[src/rtl/i2c_init_sequencer_if.sv]
`default_nettype none
// +----------------------------------------------------------------------------+
// | Module   : i2c_init_sequencer_if                                           |
// | Brief    : Engine command bus and runtime write request bundle.            |
// | Revision : 1.0                                                             |
// +----------------------------------------------------------------------------+
interface i2c_init_sequencer_if;
    logic [7:0] cmd_slave_addr;
    logic [7:0] cmd_register;
    logic [7:0] cmd_data;
    logic       cmd_enable;
    logic       cmd_free;
    logic       rt_req;
    logic [7:0] rt_reg;
    logic [7:0] rt_data;
    logic       rt_ack;

    modport master (
        output cmd_slave_addr, cmd_register, cmd_data, cmd_enable, rt_ack,
        input  cmd_free, rt_req, rt_reg, rt_data
    );

    modport slave (
        input  cmd_slave_addr, cmd_register, cmd_data, cmd_enable, rt_ack,
        output cmd_free, rt_req, rt_reg, rt_data
    );
endinterface
`default_nettype wire

[src/rtl/i2c_init_sequencer.sv]
`default_nettype none
// +----------------------------------------------------------------------------+
// | Module   : i2c_init_sequencer                                              |
// | Brief    : Walks a codec init table onto a single-byte I2C write engine,   |
// |            then arbitrates runtime register writes. I2C_SEQ_RETRY_EN adds  |
// |            up to three retries per command on engine timeout.             |
// | Revision : 1.0                                                             |
// +----------------------------------------------------------------------------+
module i2c_init_sequencer #(
    parameter int         NUM_CMDS       = 16,
    parameter logic [7:0] SLAVE_ADDR     = 8'h34,
    parameter int         GAP_CYCLES     = 1000,
    parameter int         TIMEOUT_CYCLES = 1048576
) (
    input  logic                 sys_clk,
    input  logic                 sys_rst_n,
    input  logic                 start,
    output logic [7:0]           tbl_idx,
    input  logic [15:0]          tbl_entry,
    output logic                 busy,
    output logic                 init_done,
    output logic                 error,
    i2c_init_sequencer_if.master bus
);

    localparam int c_CNT_MAX = (TIMEOUT_CYCLES > GAP_CYCLES) ? TIMEOUT_CYCLES : GAP_CYCLES;
    localparam int c_CNT_W   = $clog2(c_CNT_MAX + 1);

    localparam logic [c_CNT_W-1:0] c_GAP_LAST = c_CNT_W'(GAP_CYCLES - 1);
    localparam logic [c_CNT_W-1:0] c_TO_LAST  = c_CNT_W'(TIMEOUT_CYCLES - 1);
    localparam logic [7:0]         c_LAST_IDX = 8'(NUM_CMDS - 1);

    typedef enum logic [3:0] {
        S_IDLE      = 4'd0,
        S_FETCH     = 4'd1,
        S_ISSUE     = 4'd2,
        S_WAIT_BUSY = 4'd3,
        S_WAIT_FREE = 4'd4,
        S_GAP       = 4'd5,
        S_DONE_IDLE = 4'd6,
        S_ERROR     = 4'd7,
        S_RETRY_GAP = 4'd8
    } state_t;

    state_t               r_state;
    state_t               w_state_nxt;
    logic [7:0]           r_idx;
    logic [c_CNT_W-1:0]   r_cnt;
    logic                 r_src_rt;
    logic                 r_init_done;
    logic [7:0]           r_slave;
    logic [7:0]           r_reg;
    logic [7:0]           r_data;

    logic w_cnt_clr;
    logic w_idx_clr;
    logic w_idx_inc;
    logic w_set_done;
    logic w_clr_done;
    logic w_load_tbl;
    logic w_load_rt;
    logic w_rt_ack;
    logic w_can_retry;
    logic w_gap_last;
    logic w_timeout;

    assign w_gap_last = (r_cnt == c_GAP_LAST);
    assign w_timeout  = (r_cnt == c_TO_LAST);

`ifdef I2C_SEQ_RETRY_EN
    logic [1:0] r_retry;

    assign w_can_retry = (r_retry != 2'd3);

    // Retry budget is per command: cleared on every successful completion and on start.
    always_ff @(posedge sys_clk) begin
        if (!sys_rst_n) begin
            r_retry <= 2'd0;
        end else if (w_clr_done || (r_state == S_WAIT_FREE && w_state_nxt == S_GAP)) begin
            r_retry <= 2'd0;
        end else if (w_state_nxt == S_RETRY_GAP && r_state != S_RETRY_GAP) begin
            r_retry <= r_retry + 2'd1;
        end
    end
`else
    assign w_can_retry = 1'b0;
`endif

    always_ff @(posedge sys_clk) begin
        if (!sys_rst_n) begin
            r_state <= S_IDLE;
        end else begin
            r_state <= w_state_nxt;
        end
    end

    always_comb begin
        w_state_nxt = r_state;
        w_cnt_clr   = 1'b1;
        w_idx_clr   = 1'b0;
        w_idx_inc   = 1'b0;
        w_set_done  = 1'b0;
        w_clr_done  = 1'b0;
        w_load_tbl  = 1'b0;
        w_load_rt   = 1'b0;
        w_rt_ack    = 1'b0;

        case (r_state)
            S_IDLE, S_ERROR: begin
                if (start) begin
                    w_state_nxt = S_FETCH;
                    w_idx_clr   = 1'b1;
                    w_clr_done  = 1'b1;
                end
            end
            S_FETCH: begin
                w_load_tbl  = 1'b1;
                w_state_nxt = S_ISSUE;
            end
            S_ISSUE: begin
                w_state_nxt = S_WAIT_BUSY;
            end
            S_WAIT_BUSY, S_WAIT_FREE: begin
                if (r_state == S_WAIT_BUSY && !bus.cmd_free) begin
                    w_state_nxt = S_WAIT_FREE;
                end else if (r_state == S_WAIT_FREE && bus.cmd_free) begin
                    w_state_nxt = S_GAP;
                end else if (w_timeout) begin
                    w_state_nxt = w_can_retry ? S_RETRY_GAP : S_ERROR;
                end else begin
                    w_cnt_clr = 1'b0;
                end
            end
            S_GAP: begin
                if (!w_gap_last) begin
                    w_cnt_clr = 1'b0;
                end else if (r_src_rt) begin
                    // Ack in the last gap cycle so the requester drops rt_req before DONE_IDLE samples it.
                    w_rt_ack    = 1'b1;
                    w_state_nxt = S_DONE_IDLE;
                end else if (r_idx == c_LAST_IDX) begin
                    w_set_done  = 1'b1;
                    w_state_nxt = S_DONE_IDLE;
                end else begin
                    w_idx_inc   = 1'b1;
                    w_state_nxt = S_FETCH;
                end
            end
            S_RETRY_GAP: begin
                if (w_gap_last) begin
                    w_state_nxt = S_ISSUE;
                end else begin
                    w_cnt_clr = 1'b0;
                end
            end
            S_DONE_IDLE: begin
                if (start) begin
                    w_state_nxt = S_FETCH;
                    w_idx_clr   = 1'b1;
                    w_clr_done  = 1'b1;
                end else if (bus.rt_req) begin
                    w_load_rt   = 1'b1;
                    w_state_nxt = S_ISSUE;
                end
            end
            default: begin
                w_state_nxt = S_IDLE;
            end
        endcase
    end

    always_ff @(posedge sys_clk) begin
        if (!sys_rst_n) begin
            r_idx       <= 8'd0;
            r_cnt       <= '0;
            r_src_rt    <= 1'b0;
            r_init_done <= 1'b0;
            r_slave     <= 8'd0;
            r_reg       <= 8'd0;
            r_data      <= 8'd0;
        end else begin
            r_cnt <= w_cnt_clr ? '0 : r_cnt + c_CNT_W'(1);

            if (w_idx_clr) begin
                r_idx <= 8'd0;
            end else if (w_idx_inc) begin
                r_idx <= r_idx + 8'd1;
            end

            if (w_clr_done) begin
                r_init_done <= 1'b0;
            end else if (w_set_done) begin
                r_init_done <= 1'b1;
            end

            if (w_load_tbl) begin
                r_slave  <= SLAVE_ADDR;
                r_reg    <= tbl_entry[15:8];
                r_data   <= tbl_entry[7:0];
                r_src_rt <= 1'b0;
            end else if (w_load_rt) begin
                r_slave  <= SLAVE_ADDR;
                r_reg    <= bus.rt_reg;
                r_data   <= bus.rt_data;
                r_src_rt <= 1'b1;
            end
        end
    end

    assign tbl_idx            = r_idx;
    assign init_done          = r_init_done;
    assign error              = (r_state == S_ERROR);
    assign busy               = !(r_state == S_IDLE || r_state == S_DONE_IDLE || r_state == S_ERROR);
    assign bus.cmd_slave_addr = r_slave;
    assign bus.cmd_register   = r_reg;
    assign bus.cmd_data       = r_data;
    assign bus.cmd_enable     = (r_state == S_ISSUE);
    assign bus.rt_ack         = w_rt_ack;

endmodule
`default_nettype wire

[src/flat_wrapper.sv]
// flat-port wrapper written by rule: the top's interface ports become plain ports
module i2c_init_sequencer_flat 
#(
    parameter int         NUM_CMDS       = 16,
    parameter logic [7:0] SLAVE_ADDR     = 8'h34,
    parameter int         GAP_CYCLES     = 1000,
    parameter int         TIMEOUT_CYCLES = 1048576
)
  (sys_clk, sys_rst_n, start, tbl_idx, tbl_entry, busy, init_done, error, bus_cmd_slave_addr, bus_cmd_register, bus_cmd_data, bus_cmd_enable, bus_rt_ack, bus_cmd_free, bus_rt_req, bus_rt_reg, bus_rt_data);
  i2c_init_sequencer_if bus_i ();
  input  logic sys_clk;
  input  logic sys_rst_n;
  input  logic start;
  output logic [7:0] tbl_idx;
  input  logic [15:0] tbl_entry;
  output logic busy;
  output logic init_done;
  output logic error;
  output wire logic [$bits(bus_i.cmd_slave_addr)-1:0] bus_cmd_slave_addr;
  output wire logic [$bits(bus_i.cmd_register)-1:0] bus_cmd_register;
  output wire logic [$bits(bus_i.cmd_data)-1:0] bus_cmd_data;
  output wire logic [$bits(bus_i.cmd_enable)-1:0] bus_cmd_enable;
  output wire logic [$bits(bus_i.rt_ack)-1:0] bus_rt_ack;
  input wire logic [$bits(bus_i.cmd_free)-1:0] bus_cmd_free;
  input wire logic [$bits(bus_i.rt_req)-1:0] bus_rt_req;
  input wire logic [$bits(bus_i.rt_reg)-1:0] bus_rt_reg;
  input wire logic [$bits(bus_i.rt_data)-1:0] bus_rt_data;
  assign bus_cmd_slave_addr = bus_i.cmd_slave_addr;
  assign bus_cmd_register = bus_i.cmd_register;
  assign bus_cmd_data = bus_i.cmd_data;
  assign bus_cmd_enable = bus_i.cmd_enable;
  assign bus_rt_ack = bus_i.rt_ack;
  assign bus_i.cmd_free = bus_cmd_free;
  assign bus_i.rt_req = bus_rt_req;
  assign bus_i.rt_reg = bus_rt_reg;
  assign bus_i.rt_data = bus_rt_data;
  i2c_init_sequencer #(.NUM_CMDS(NUM_CMDS), .SLAVE_ADDR(SLAVE_ADDR), .GAP_CYCLES(GAP_CYCLES), .TIMEOUT_CYCLES(TIMEOUT_CYCLES)) u_core (.sys_clk(sys_clk), .sys_rst_n(sys_rst_n), .start(start), .tbl_idx(tbl_idx), .tbl_entry(tbl_entry), .busy(busy), .init_done(init_done), .error(error), .bus(bus_i));
endmodule
[config.mk]
export PLATFORM = sky130hd
export DESIGN_NAME = i2c_init_sequencer_flat
export DESIGN_NICKNAME = d
export VERILOG_FILES = /design/src/rtl/i2c_init_sequencer_if.sv /design/src/rtl/i2c_init_sequencer.sv /design/src/flat_wrapper.sv
export SDC_FILE = /design/constraint.sdc
export NUM_CORES = 1
export LEC_CHECK = 0
export BUFFER_PORTS_ARGS = -buffer_cell sky130_fd_sc_hd__buf_4
export CAP_MARGIN = 20
export CORE_MARGIN = 4
export CORE_UTILIZATION = 52
export DETAILED_ROUTE_END_ITERATION = 8
export HOLD_SLACK_MARGIN = 0.02
export PLACE_DENSITY = 0.78
export SETUP_SLACK_MARGIN = 0.5
export SYNTH_ARGS = -nofsm -noshare
export SYNTH_HDL_FRONTEND = slang
export SYNTH_SLANG_ARGS = --single-unit
[constraint.sdc]
create_clock -name sys_clk -period 3 [get_ports sys_clk]
set_clock_uncertainty 0.1 [all_clocks]
set_input_delay 0.3 -clock sys_clk [delete_from_list [all_inputs] [get_ports sys_clk]]
set_output_delay 0.3 -clock sys_clk [all_outputs]
set_load 0.05 [all_outputs]
==> impl_results.md <==
- Outcome: complete, no violations
- Post-CTS sizing: 0
- Routed via count: approximately 2300
- Cell chain of the critical path: nand3b_1 -> or3_1 -> nor3_1 -> buf_4
- Tmin final: around 2.3 ns
- Period utilization: roughly 78%
- Synth warn: 0
- Register area: slightly above 0.001 mm2
- Mapped Cells: 298
- H-tree depth: 2
- RSZ-0062 raised after global routing: false
- # rows: 25
- Pwr Density: between 700 and 800 mW/mm2
- Initial antenna violation count: 0
- Number of CTS-inserted buffers: 5
- Setup TNS: 0 ns
- Yosys top cell area share: a little under 40%
- Max Slew Vio Count: 0
- Max Cap Viol: 0
- GRT Total Usage: ~18%
- Reg clk slew, reported paths: about 0.10 ns
- Register bit total from synthesis: 51
- Sequential element share of the synthesized area: between 30 and 40%
- RePlAce Congestion: 0.870
- R2R Setup Slk: about 0.75 ns
- WL final: roughly 5700 um
- Top_reg_cell synth: dfxtp_1
- Hold Crit Class: input port to flop
- Share of cells above drive strength 1: roughly a quarter
- # IOs: 74
- CP top delay family: simple AND/OR/NAND/NOR gates
- Slew HR: around a third
- Critical Path AT: a little under 2 ns
- Vias in the first global route: 2154
- Hold Path Depth: 2
- Hold path startpoint: tbl_entry[1]
- Die Span Y: 78.7 um
- Worst Setup Start Kind: flop
- Reg-to-reg startpoint: u_core.r_cnt[17]
- Post-synth EDFFs: 0
- Antenna diodes: 0
- CP Max Fanout: 15
- Area leader, netlist: dfxtp_1
- Final cell count without fillers: about 420
- Slew @ Worst Pin: between 1 and 1.5 ns
- WS Path Type: flop to primary output
- Initial core utilization: 54.4%
- HPWL after DPL: roughly 4200 um
- Ys async rst share: 0%
- Dpl cells: 417
- Port Buf Inserts: 68
- Number of nets in the layout: between 300 and 400
- Reg2Reg Depth: 6
- Mean Syn Cell Area: 8.73 um2
- Fin area: approximately 0.0032 mm2
- Post-CTS setup buffers: 0
- Chip Width: about 79 um
- Clock sink count: 51
- Area Overhead vs Synth: 23.1%
- Drt wl/cell: between 10 and 15 um
- Area of the multi-input gates: around 0.0015 mm2
- Hold Slack: about 0.12 ns
- WP data required: between 2 and 3 ns
- CP peak stage delay: ~0.6 ns
- Hold_buf cts: 0
- Vias per cell: ~5.4
- Residual DRC: 0
- Pleak: approximately 1.4 nW
- Worst-skew pair later-pin latency: 0.31 ns
- Antenna Nets Post-Route: 0
- Max Buffers Root-to-Sink: 2
- Final Setup Violations: 0
- Iteration-0 DRC count of the detailed router: between 150 and 200
- Placed cell area: ~0.0031 mm2
- Largest net degree at the start of global routing: 35
- Total die area: 0.00620 mm2
- Router iterations before antenna repair: 4
- CTS tree: done
- Crit path capture type: primary output
- Synth cell types: 43
- First-pass GRT wire length: ~9100 um
- Fmax: 430 MHz
- Core area: around 0.0048 mm2
- Root buffer cell: clkbuf_8
- Worst hold endpoint: u_core.bus.cmd_data[1]
- Peak supply drop: ~0.52 mV
- Gr ovfl total: 0
- Worst R2R End: u_core.r_state[2]
- Final WS setup: about 0.67 ns
- Top cells by area, synth: dfxtp_1 39%, o211a_1 7.7%, mux2i_1 6.5%
- Worst slack at placement: approximately 0.74 ns
- CP max-delay cell: dfxtp_1
- Final Hold Vio Count: 0
- Crit path buf inv count: 1
- Fillers: 410
- Mapped Area: about 0.0026 mm2
## cells in the mapped netlist, types with 2 or more instances
master / count
and4_1: 4
o21ai_0: 4
nand4_1: 5
dfxtp_1: 51
buf_1: 2
xnor2_1: 15
xor2_1: 10
ha_1: 2
a21oi_1: 6
a31oi_1: 4
o21a_1: 2
nand3_1: 13
and3_1: 9
nor2b_1: 5
nor3_2: 2
o221ai_1: 2
o211a_1: 20
nand2_1: 29
nor3_1: 6
buf_2: 4
mux2i_1: 17
o21ai_1: 2
or4_1: 2
clkbuf_1: 9
buf_4: 7
nor4_1: 4
nand3b_1: 2
or3_1: 3
inv_1: 7
nor2_1: 37
## metal layers
metal,global-route usage (%),vias up,routed length (um)
met5,0,-,0
met4,6.29,0,85
met3,7.14,10,492
met2,29.5,72,2570
met1,22.1,1027,2550
li1,-,1160,-
## sequential cells by signal, summed over array words and instances, names as in the netlist
name / cells
u_core.init_done: 1
u_core.tbl_idx: 8
u_core.bus.cmd_register: 8
u_core.r_cnt: 21
u_core.r_state: 3
u_core.bus.cmd_data: 8
u_core.r_src_rt: 1
u_core.bus.cmd_slave_addr: 1
## final cells by class
cell class              instances  share of cell area [%]
inverters                       7                   0.820
repair buffers                 70                    16.4
clock inverters                 2                   0.430
flip-flops and latches         51                    31.9
well taps                      67                    2.62
clock buffers                   5                    2.15
multi-input cells             222                    45.7
## cell families (layout without fill, tap and decap cells)
family	count (synthesis)	after routing	share of synthesized area [%]
and+or+nand+nor	129	129	25.8
xor gates and xnor gates	25	25	8.41
buffers and inverters	29	84	5.38
adders and majority gates	2	2	0.961
AOI/OAI and AO/OA	44	44	13.6
DFF	51	51	39.2
other	1	5	0.144
muxes	17	17	6.54
## cells in the final DEF, fill, tap and decap left out, types with 3 or more instances in the layout
master / n
a21oi_1: 6
dfxtp_1: 50
nand3_1: 13
xor2_1: 10
xnor2_1: 15
conb_1: 5
nor2_1: 37
or3_1: 3
o211a_1: 20
and4_1: 4
o21ai_0: 4
nand2_1: 29
nor2b_1: 5
a31oi_1: 4
inv_1: 7
nor3_1: 6
mux2i_1: 17
nand4_1: 5
clkbuf_8: 5
nor4_1: 4
and3_1: 9
buf_4: 70
## worst max-delay path by stage
stage / cells after the start / endpoint / slack, ns / start
after CTS: 4 / bus_rt_ack / 0.63 / u_core.r_state[0]
after global placement: 6 / u_core.r_state[2] / 0.79 / u_core.r_cnt[17]
after detailed placement: 6 / u_core.r_state[2] / 0.74 / u_core.r_cnt[17]
after global routing: 4 / bus_rt_ack / 0.55 / u_core.r_state[2]
after floorplan: 3 / bus_rt_ack / 0.55 / u_core.r_cnt[5]
final: 4 / bus_rt_ack / 0.67 / u_core.r_state[2]
## where the power goes
| group | switching (mW) | internal [mW] | total [mW] | leakage (nW) |
|---|---|---|---|---|
| Combinational | 0.703 | 0.367 | 1.07 | 0.975 |
| Clock | 0.225 | 0.160 | 0.385 | 0.0440 |
| Sequential | 0.105 | 0.782 | 0.887 | 0.415 |
| Total | 1.03 | 1.31 | 2.34 | 1.43 |
## stage by stage
| stage | power (mW) | utilization (%) |
|---|---|---|
| 6_report | 2.34 | 66.9 |
| 5_1_grt | 2.47 | 66.9 |
| 4_1_cts | 2.36 | 66.9 |
| 3_5_place_dp | 1.98 | 65.2 |
| 3_3_place_gp | 1.96 | 65.2 |
| 2_1_floorplan | 1.70 | - |
Power figures use the tool's default switching activity.
